File: config.mk
export PLATFORM = sky130hd
export DESIGN_NAME = mac_pipe
export DESIGN_NICKNAME = d
export VERILOG_FILES = /design/src/rtl/mac_pkg.sv /design/src/rtl/mac_acc_stage.sv /design/src/rtl/mac_pipe.sv
export SDC_FILE = /design/constraint.sdc
export NUM_CORES = 1
export LEC_CHECK = 0
export CORE_MARGIN = 2
export CORE_UTILIZATION = 50
export DETAILED_ROUTE_END_ITERATION = 12
export GPL_TIMING_DRIVEN = 0
export PLACE_DENSITY = 0.68
export SLEW_MARGIN = 10
export SYNTH_ARGS = -nofsm -noshare
export SYNTH_HDL_FRONTEND = slang
export SYNTH_SLANG_ARGS = --single-unit
File: constraint.sdc
create_clock -name clk -period 10.5 [get_ports clk]
set_input_delay 2.1 -clock clk [delete_from_list [all_inputs] [get_ports clk]]
set_output_delay 2.1 -clock clk [all_outputs]
set_load 0.01 [all_outputs]
File: src/rtl/mac_pkg.sv
// rtl/mac_pkg.sv - shared defaults and stage-1 control record for mac_pipe
package mac_pkg;

  localparam int MAC_WIDTH = 16;
  localparam int MAC_ACCW  = 2 * MAC_WIDTH + 8;
  localparam int MAC_CNTW  = 8;

  // Framing and mode bits that travel with the registered product.
  // The product is kept beside this record because its width follows WIDTH.
  typedef struct packed {
    logic first;
    logic last;
    logic sgn;
  } s1_ctrl_t;

endpackage

File: src/rtl/mac_acc_stage.sv
// rtl/mac_acc_stage.sv - extend, accumulate, overflow and term-count logic
module mac_acc_stage
  import mac_pkg::*;
#(
  parameter int WIDTH = MAC_WIDTH,
  parameter int ACCW  = MAC_ACCW,
  parameter int CNTW  = MAC_CNTW
) (
  input  logic [2*WIDTH-1:0] product,
  input  logic               sgn,
  input  logic               restart,
  input  logic [ACCW-1:0]    acc,
  input  logic [CNTW-1:0]    cnt,
  input  logic               ovf,
  output logic [ACCW-1:0]    acc_next,
  output logic [CNTW-1:0]    cnt_next,
  output logic               ovf_next
);

  logic [ACCW-1:0] ext;
  logic [ACCW-1:0] base;
  logic [ACCW:0]   sum_w;
  logic            elem_ovf;

  // Add one element onto the running sum (or onto zero when a frame restarts).
  always_comb begin
    ext      = sgn ? ACCW'($signed(product)) : ACCW'(product);
    base     = restart ? '0 : acc;
    sum_w    = {1'b0, base} + {1'b0, ext};
    acc_next = sum_w[ACCW-1:0];
    if (sgn) begin
      elem_ovf = (base[ACCW-1] == ext[ACCW-1]) && (sum_w[ACCW-1] != base[ACCW-1]);
    end else begin
      elem_ovf = sum_w[ACCW];
    end
    if (restart) begin
      cnt_next = CNTW'(1);
    end else if (cnt == {CNTW{1'b1}}) begin
      cnt_next = cnt;
    end else begin
      cnt_next = cnt + CNTW'(1);
    end
    ovf_next = (ovf && !restart) || elem_ovf;
  end

endmodule

File: src/rtl/mac_pipe.sv
// rtl/mac_pipe.sv - two-stage streaming multiply-accumulate with framed results
module mac_pipe
  import mac_pkg::*;
#(
  parameter int WIDTH = MAC_WIDTH,
  parameter int ACCW  = 2 * WIDTH + 8,
  parameter int CNTW  = MAC_CNTW
) (
  input  logic             clk,
  input  logic             reset,
  input  logic             in_valid,
  output logic             in_ready,
  input  logic [WIDTH-1:0] a,
  input  logic [WIDTH-1:0] b,
  input  logic             signed_mode,
  input  logic             first,
  input  logic             last,
  output logic             out_valid,
  input  logic             out_ready,
  output logic [ACCW-1:0]  acc_q,
  output logic [CNTW-1:0]  count_q,
  output logic             ovf_q
);

  if (ACCW < 2 * WIDTH) begin : g_accw_check
    $error("mac_pipe: ACCW must be at least 2*WIDTH");
  end

  logic [2*WIDTH-1:0] prod_q, prod_d;
  s1_ctrl_t           ctrl_q, ctrl_d;
  logic               v1_q, v1_d;
  logic [ACCW-1:0]    run_acc_q, run_acc_d;
  logic [CNTW-1:0]    run_cnt_q, run_cnt_d;
  logic               run_ovf_q, run_ovf_d;
  logic               ended_q, ended_d;
  logic [ACCW-1:0]    acc_d;
  logic [CNTW-1:0]    count_d;
  logic               ovf_d;
  logic               out_valid_q, out_valid_d;

  logic               adv;
  logic               accept;
  logic [2*WIDTH-1:0] a_ext, b_ext;
  logic [ACCW-1:0]    acc_next;
  logic [CNTW-1:0]    cnt_next;
  logic               ovf_next;

  // A held result is the only thing that stalls the whole pipe.
  assign adv       = !(out_valid_q && !out_ready);
  assign in_ready  = adv;
  assign accept    = in_valid && adv;
  assign out_valid = out_valid_q;

  mac_acc_stage #(
    .WIDTH (WIDTH),
    .ACCW  (ACCW),
    .CNTW  (CNTW)
  ) u_acc_stage (
    .product  (prod_q),
    .sgn      (ctrl_q.sgn),
    .restart  (ctrl_q.first || ended_q),
    .acc      (run_acc_q),
    .cnt      (run_cnt_q),
    .ovf      (run_ovf_q),
    .acc_next (acc_next),
    .cnt_next (cnt_next),
    .ovf_next (ovf_next)
  );

  // Next-state for product register, running sum and result register.
  always_comb begin
    prod_d      = prod_q;
    ctrl_d      = ctrl_q;
    v1_d        = v1_q;
    run_acc_d   = run_acc_q;
    run_cnt_d   = run_cnt_q;
    run_ovf_d   = run_ovf_q;
    ended_d     = ended_q;
    acc_d       = acc_q;
    count_d     = count_q;
    ovf_d       = ovf_q;
    out_valid_d = out_valid_q;
    // Extending both operands to 2*WIDTH lets one multiplier serve both modes.
    a_ext = signed_mode ? {{WIDTH{a[WIDTH-1]}}, a} : {{WIDTH{1'b0}}, a};
    b_ext = signed_mode ? {{WIDTH{b[WIDTH-1]}}, b} : {{WIDTH{1'b0}}, b};

    if (out_ready) begin
      out_valid_d = 1'b0;
    end
    if (adv) begin
      v1_d = accept;
      if (accept) begin
        prod_d = a_ext * b_ext;
        ctrl_d = '{first: first, last: last, sgn: signed_mode};
      end
      if (v1_q) begin
        run_acc_d = acc_next;
        run_cnt_d = cnt_next;
        run_ovf_d = ovf_next;
        ended_d   = ctrl_q.last;
        if (ctrl_q.last) begin
          acc_d       = acc_next;
          count_d     = cnt_next;
          ovf_d       = ovf_next;
          out_valid_d = 1'b1;
        end
      end
    end
  end

  // Pipeline state; the sum starts out as if a frame had just ended.
  always_ff @(posedge clk) begin
    if (reset) begin
      prod_q      <= '0;
      ctrl_q      <= '0;
      v1_q        <= 1'b0;
      run_acc_q   <= '0;
      run_cnt_q   <= '0;
      run_ovf_q   <= 1'b0;
      ended_q     <= 1'b1;
      acc_q       <= '0;
      count_q     <= '0;
      ovf_q       <= 1'b0;
      out_valid_q <= 1'b0;
    end else begin
      prod_q      <= prod_d;
      ctrl_q      <= ctrl_d;
      v1_q        <= v1_d;
      run_acc_q   <= run_acc_d;
      run_cnt_q   <= run_cnt_d;
      run_ovf_q   <= run_ovf_d;
      ended_q     <= ended_d;
      acc_q       <= acc_d;
      count_q     <= count_d;
      ovf_q       <= ovf_d;
      out_valid_q <= out_valid_d;
    end
  end

endmodule
After elaboration in Yosys (flattened, before gate mapping)
Index checks and enable logic that the tools add are counted.
Widths: inputs -> output; s select.

word-level totals
  register bits after elaboration = 136

cells by class
  $add $sub $neg = 2
  equality and inequality tests = 3
  mux-type cells = 11
  bitwise gates (word level) = 1
  multipliers = 1
  reductions and logical operators = 12

operators by type and width
  kind                 count
  $mux 40              2
  $mux 32              2
  $add 40x40->41       1
  $mul 32x32->32       1
  $mux 8               2
  $add 8x1->8 const B  1
  $eq 8x8->1 const B   1
  $mux 1               5
  $logic_and 1x1->1    4
  $reduce_and 2->1     2
  $logic_not 1->1      3
  $reduce_and 3->1     1
  $logic_or 1x1->1     2
  $eq 1x1->1           1
  $ne 1x1->1           1
  $not 1->1            1

Depth between registers and ports, before layout
  depth after elaboration = 7
  gate-level depth with buffers = 31
  depth with buffers taken out = 29

Modules after synthesis
From an unflattened synthesis, not the netlist that was laid out.

unflattened totals
  cell total of the unflattened synthesis = 2312
  area total of the unflattened synthesis = 20208.1 um^2

modules (own cells, without submodules)
  module         cells an instance  times used  area an instance (um^2)
  mac_pipe       1937               1           17499.3
  mac_acc_stage  375                1           2708.8

Least setup slack after synthesis
No wires, ideal clock.

  kind = input-to-reg
  start = in signed_mode
  end = reg prod_q[31]
  slack = 1.332 ns
  cell stages on the path = 25
  arrival time = 9.082 ns
  library setup time = 0.086 ns
  path buffers = 2
  required time = 10.414 ns
  path through = clkbuf_1 -> and2_1 -> clkbuf_1 -> nand2_1 -> fa_1 -> fa_1 -> fa_1 -> inv_1 -> fa_1 -> fa_1 -> fa_1 -> fa_1 -> inv_1 -> fa_1 -> inv_1 -> ha_1 -> nand2_1 -> nor2_1 -> nand3_1 -> or2_2 -> nor3_1 -> o31ai_2 -> a31oi_1 -> xnor2_1 -> a211oi_1

on the way
  longest elaborated chain between the ends = 2
  elaborated cells between the ends (all ways) = 3
  classes of those cells = 1 x mul; 2 x mux

ends and longest elaborated chain
  element                     RTL line                        text
  start, declared             mac_pipe.sv:15                  input logic signed_mode,
  $mux 32 (on tied branches)  mac_pipe.sv:84, mac_pipe.sv:85
  $mul 32x32->32 (*)          mac_pipe.sv:93                  prod_d = a_ext * b_ext;
  end signal, assigned        mac_pipe.sv:126                 prod_q <= prod_d;
  end, declared               mac_pipe.sv:29                  logic [2*WIDTH-1:0] prod_q, prod_d;

Every way passes the cells marked *; elsewhere a longest branch is shown, timed or not.
A chain may end at the register's enable or synchronous reset.

Final worst setup path
Same ends and word-level chain as after synthesis.

==> results.sh <==
export IMPL_yosysSeqAreaShare=0.133
export IMPL_viasPerCell=5.55
export IMPL_synth_top_area_share=0.328
export IMPL_synth_edf_count=0
export IMPL_crit_buf_inv=5
export IMPL_grt_antenna_before_repair=0
export IMPL_final_cell_mix="inv_1 (388), fa_1 (335), nand2_1 (301), and2_1 (214), ha_1 (168)"
export IMPL_ant_nets=0
export IMPL_fmax_mhz=100
export IMPL_drv_cap=0
export IMPL_die_h_um=206
export IMPL_grt_max_degree=17
export IMPL_drtIter0Drc=1250
export IMPL_fin_skew_ns=0.00817
export IMPL_vias=16500
export IMPL_rows=74
export IMPL_synth_nets=2872
export IMPL_rsz0062_at_grt="false"
export IMPL_ys_seq_elements=136
export IMPL_synth_flop_cell="dfxtp_1"
export IMPL_nFillCells=3767
export IMPL_cts_setup_buffers=0
export IMPL_setup_worst_path_class="primary input to register"
export IMPL_path_clk_slew_ns=0.07
export IMPL_synth_area_mm2=0.0205
export IMPL_grt_pass1_vias=17100
export IMPL_numCtsBuffers=17
export IMPL_pin_count=90
export IMPL_clockBufferDepth=2
export IMPL_endpoint_kind="register"
export IMPL_clkLatencyLatePin_ns=0.44
export IMPL_wl_per_cell_um=20.0
export IMPL_detailed_place_hpwl_um=49100
export IMPL_grt_usage=0.294
export IMPL_placed_cells=2942
export IMPL_yosys_warnings=0
export IMPL_synth_top_cell_by_area="fa_1"
export IMPL_final_util=0.556
export IMPL_overflow=0
export IMPL_portBuffers=81
export IMPL_setup_viol=0
export IMPL_ff2ff_setup_slack_ns=6.00
export IMPL_cp_start_kind="primary input"
export IMPL_finalCriticalPeriod_ns=10.0
export IMPL_synth_cell_types=80
export IMPL_coreArea_mm2=0.0406
export IMPL_tns_ns=0
export IMPL_critical_path_slowest_cell="fa_2"
export IMPL_hold_viol_final=0
export IMPL_cp_top_family="adder cells"
export IMPL_die_x_um=206
export IMPL_period_share=0.952
export IMPL_gp_congestion=0.917
export IMPL_final_common_cell="inv_1"
export IMPL_drt_total_wl_um=59300
export IMPL_drt_met1_wl_um=26400
export IMPL_drc=0
export IMPL_arrival_ns=10.35
export IMPL_final_max_slew_viol_count=0
export IMPL_synthArstFlopShare=0
export IMPL_netlist_top_cells_area="fa_1 (33%), dfxtp_1 (13%), ha_1 (10%)"
export IMPL_crit_top_cell="fa_1"
export IMPL_drt_first_pass_iters=5
export IMPL_start_util=0.504
export IMPL_outcome="finished clean"
export IMPL_postSynthAreaPerCell_um2=8.79
export IMPL_die_area_mm2=0.0426
export IMPL_ctsHtreeMaxLevel=4
export IMPL_drive_above_1_share=0.0356
export IMPL_crit_fanout=10
export IMPL_diodes=0
export IMPL_tightest_slew_ns=0.879
export IMPL_slew_headroom=0.414
export IMPL_grt_first_pass_wirelength_um=94500
export IMPL_met2_length_um=28000
export IMPL_highest_layer="met4"
export IMPL_wl_met3_um=3510
export IMPL_hold_class="register to register"
export IMPL_cts_num_sinks=136
export IMPL_syn_inst=2329
export IMPL_cts_tree="done"
export IMPL_critPathRequiredTime_ns=10.85
export IMPL_max_stage_delay_ns=0.78
export IMPL_root_buffer="clkbuf_16"
export IMPL_nets=2971
export IMPL_syn_to_final_growth_pct=10.3
export IMPL_final_cell_count_no_fill=2973
final timing paths:
path	startpoint	cells past startpoint	end
setup / recovery	signed_mode	25	prod_q[31]
hold / removal	run_acc_q[11]	2	run_acc_q[11]
setup reg to reg	ended_q	15	acc_q[32]
hold reg to reg	run_acc_q[11]	2	run_acc_q[11]
synth_stat cells, drive strengths merged, types with 6 or more instances:
library cell  number
nor3              20
nor2              79
nand3             23
o31ai             11
nor3b              8
nand3b            22
or3                8
nand2            301
clkbuf           103
and3              30
or2                9
o21a              13
inv              388
a31oi             11
nand2b             6
o21bai            11
a21oi            150
or4                6
a211oi            21
o21ai             33
xnor2             68
fa               336
buf                6
and2             216
nor2b              7
xor2              22
o211ai             8
dfxtp            136
a21o              37
nand4             10
ha               168
cells by family (layout without fill, tap and decap cells):
| family | count (synthesis) | count (layout) | synth area share |
|---|---|---|---|
| compound gates | 343 | 343 | 0.112 |
| xor+xnor | 90 | 90 | 0.0385 |
| fa+ha+maj | 504 | 504 | 0.431 |
| buf+inv | 498 | 610 | 0.0971 |
| flops | 136 | 136 | 0.133 |
| mux | 5 | 5 | 0.00244 |
| simple gates | 753 | 753 | 0.186 |
area by class of cell:
class                   count  area, µm²  area share
repair buffers             81        811      0.0359
clock inverters            14        185     0.00820
flip-flops and latches    136       2720       0.121
multi-input cells        1695      15800       0.698
clock buffers              18        439      0.0194
inverters                 388       1460      0.0645
well taps                 532        666      0.0295
plain buffers             109        529      0.0234
flip-flops by register name, indices dropped and copies added, names as in the netlist:
name and cells:
acc_q 40, count_q 8, ctrl_q 3, ended_q 1
out_valid 1, ovf_q 1, prod_q 32, run_acc_q 40
run_cnt_q 8, run_ovf_q 1, v1_q 1
stage by stage:
step	hold slack, ns	worst slack (ns)	area [µm²]
6_report	0.451	0.502	22600
5_1_grt	0.472	0.127	22600
4_1_cts	0.454	0.154	22600
3_5_place_dp	0.445	-0.518	22000
3_3_place_gp	0.439	-0.351	22000
2_1_floorplan	0.432	1.33	20500
worst register-to-register path, cell delays in order (launching register included):
cell,delay [ns]
dfxtp_1,0.33
nor2_2,0.42
clkbuf_1,0.48
and2_1,0.21
ha_1,0.21
inv_1,0.08
fa_1,0.42
nor2b_1,0.20
o31ai_2,0.13
a211oi_2,0.40
o211ai_2,0.18
a21oi_1,0.33
o211a_1,0.35
nor2_4,0.09
o2111a_1,0.24
a311o_1,0.31
timing repair:
item,CTS,global route
endpoints found under the setup margin,2,5
endpoints found under the hold margin,0,0
gates resized for setup,1,3
hold buffers,0,0
layer usage:
layer / up-vias / GRT usage
met5: - / 0
met4: 0 / 0.0796
met3: 87 / 0.0386
met2: 501 / 0.488
met1: 8324 / 0.405
li1: 7577 / -
Power is left out: the tool's default activity adds up to more than one toggle a clock period on the data nets, which glitch-free logic cannot reach.
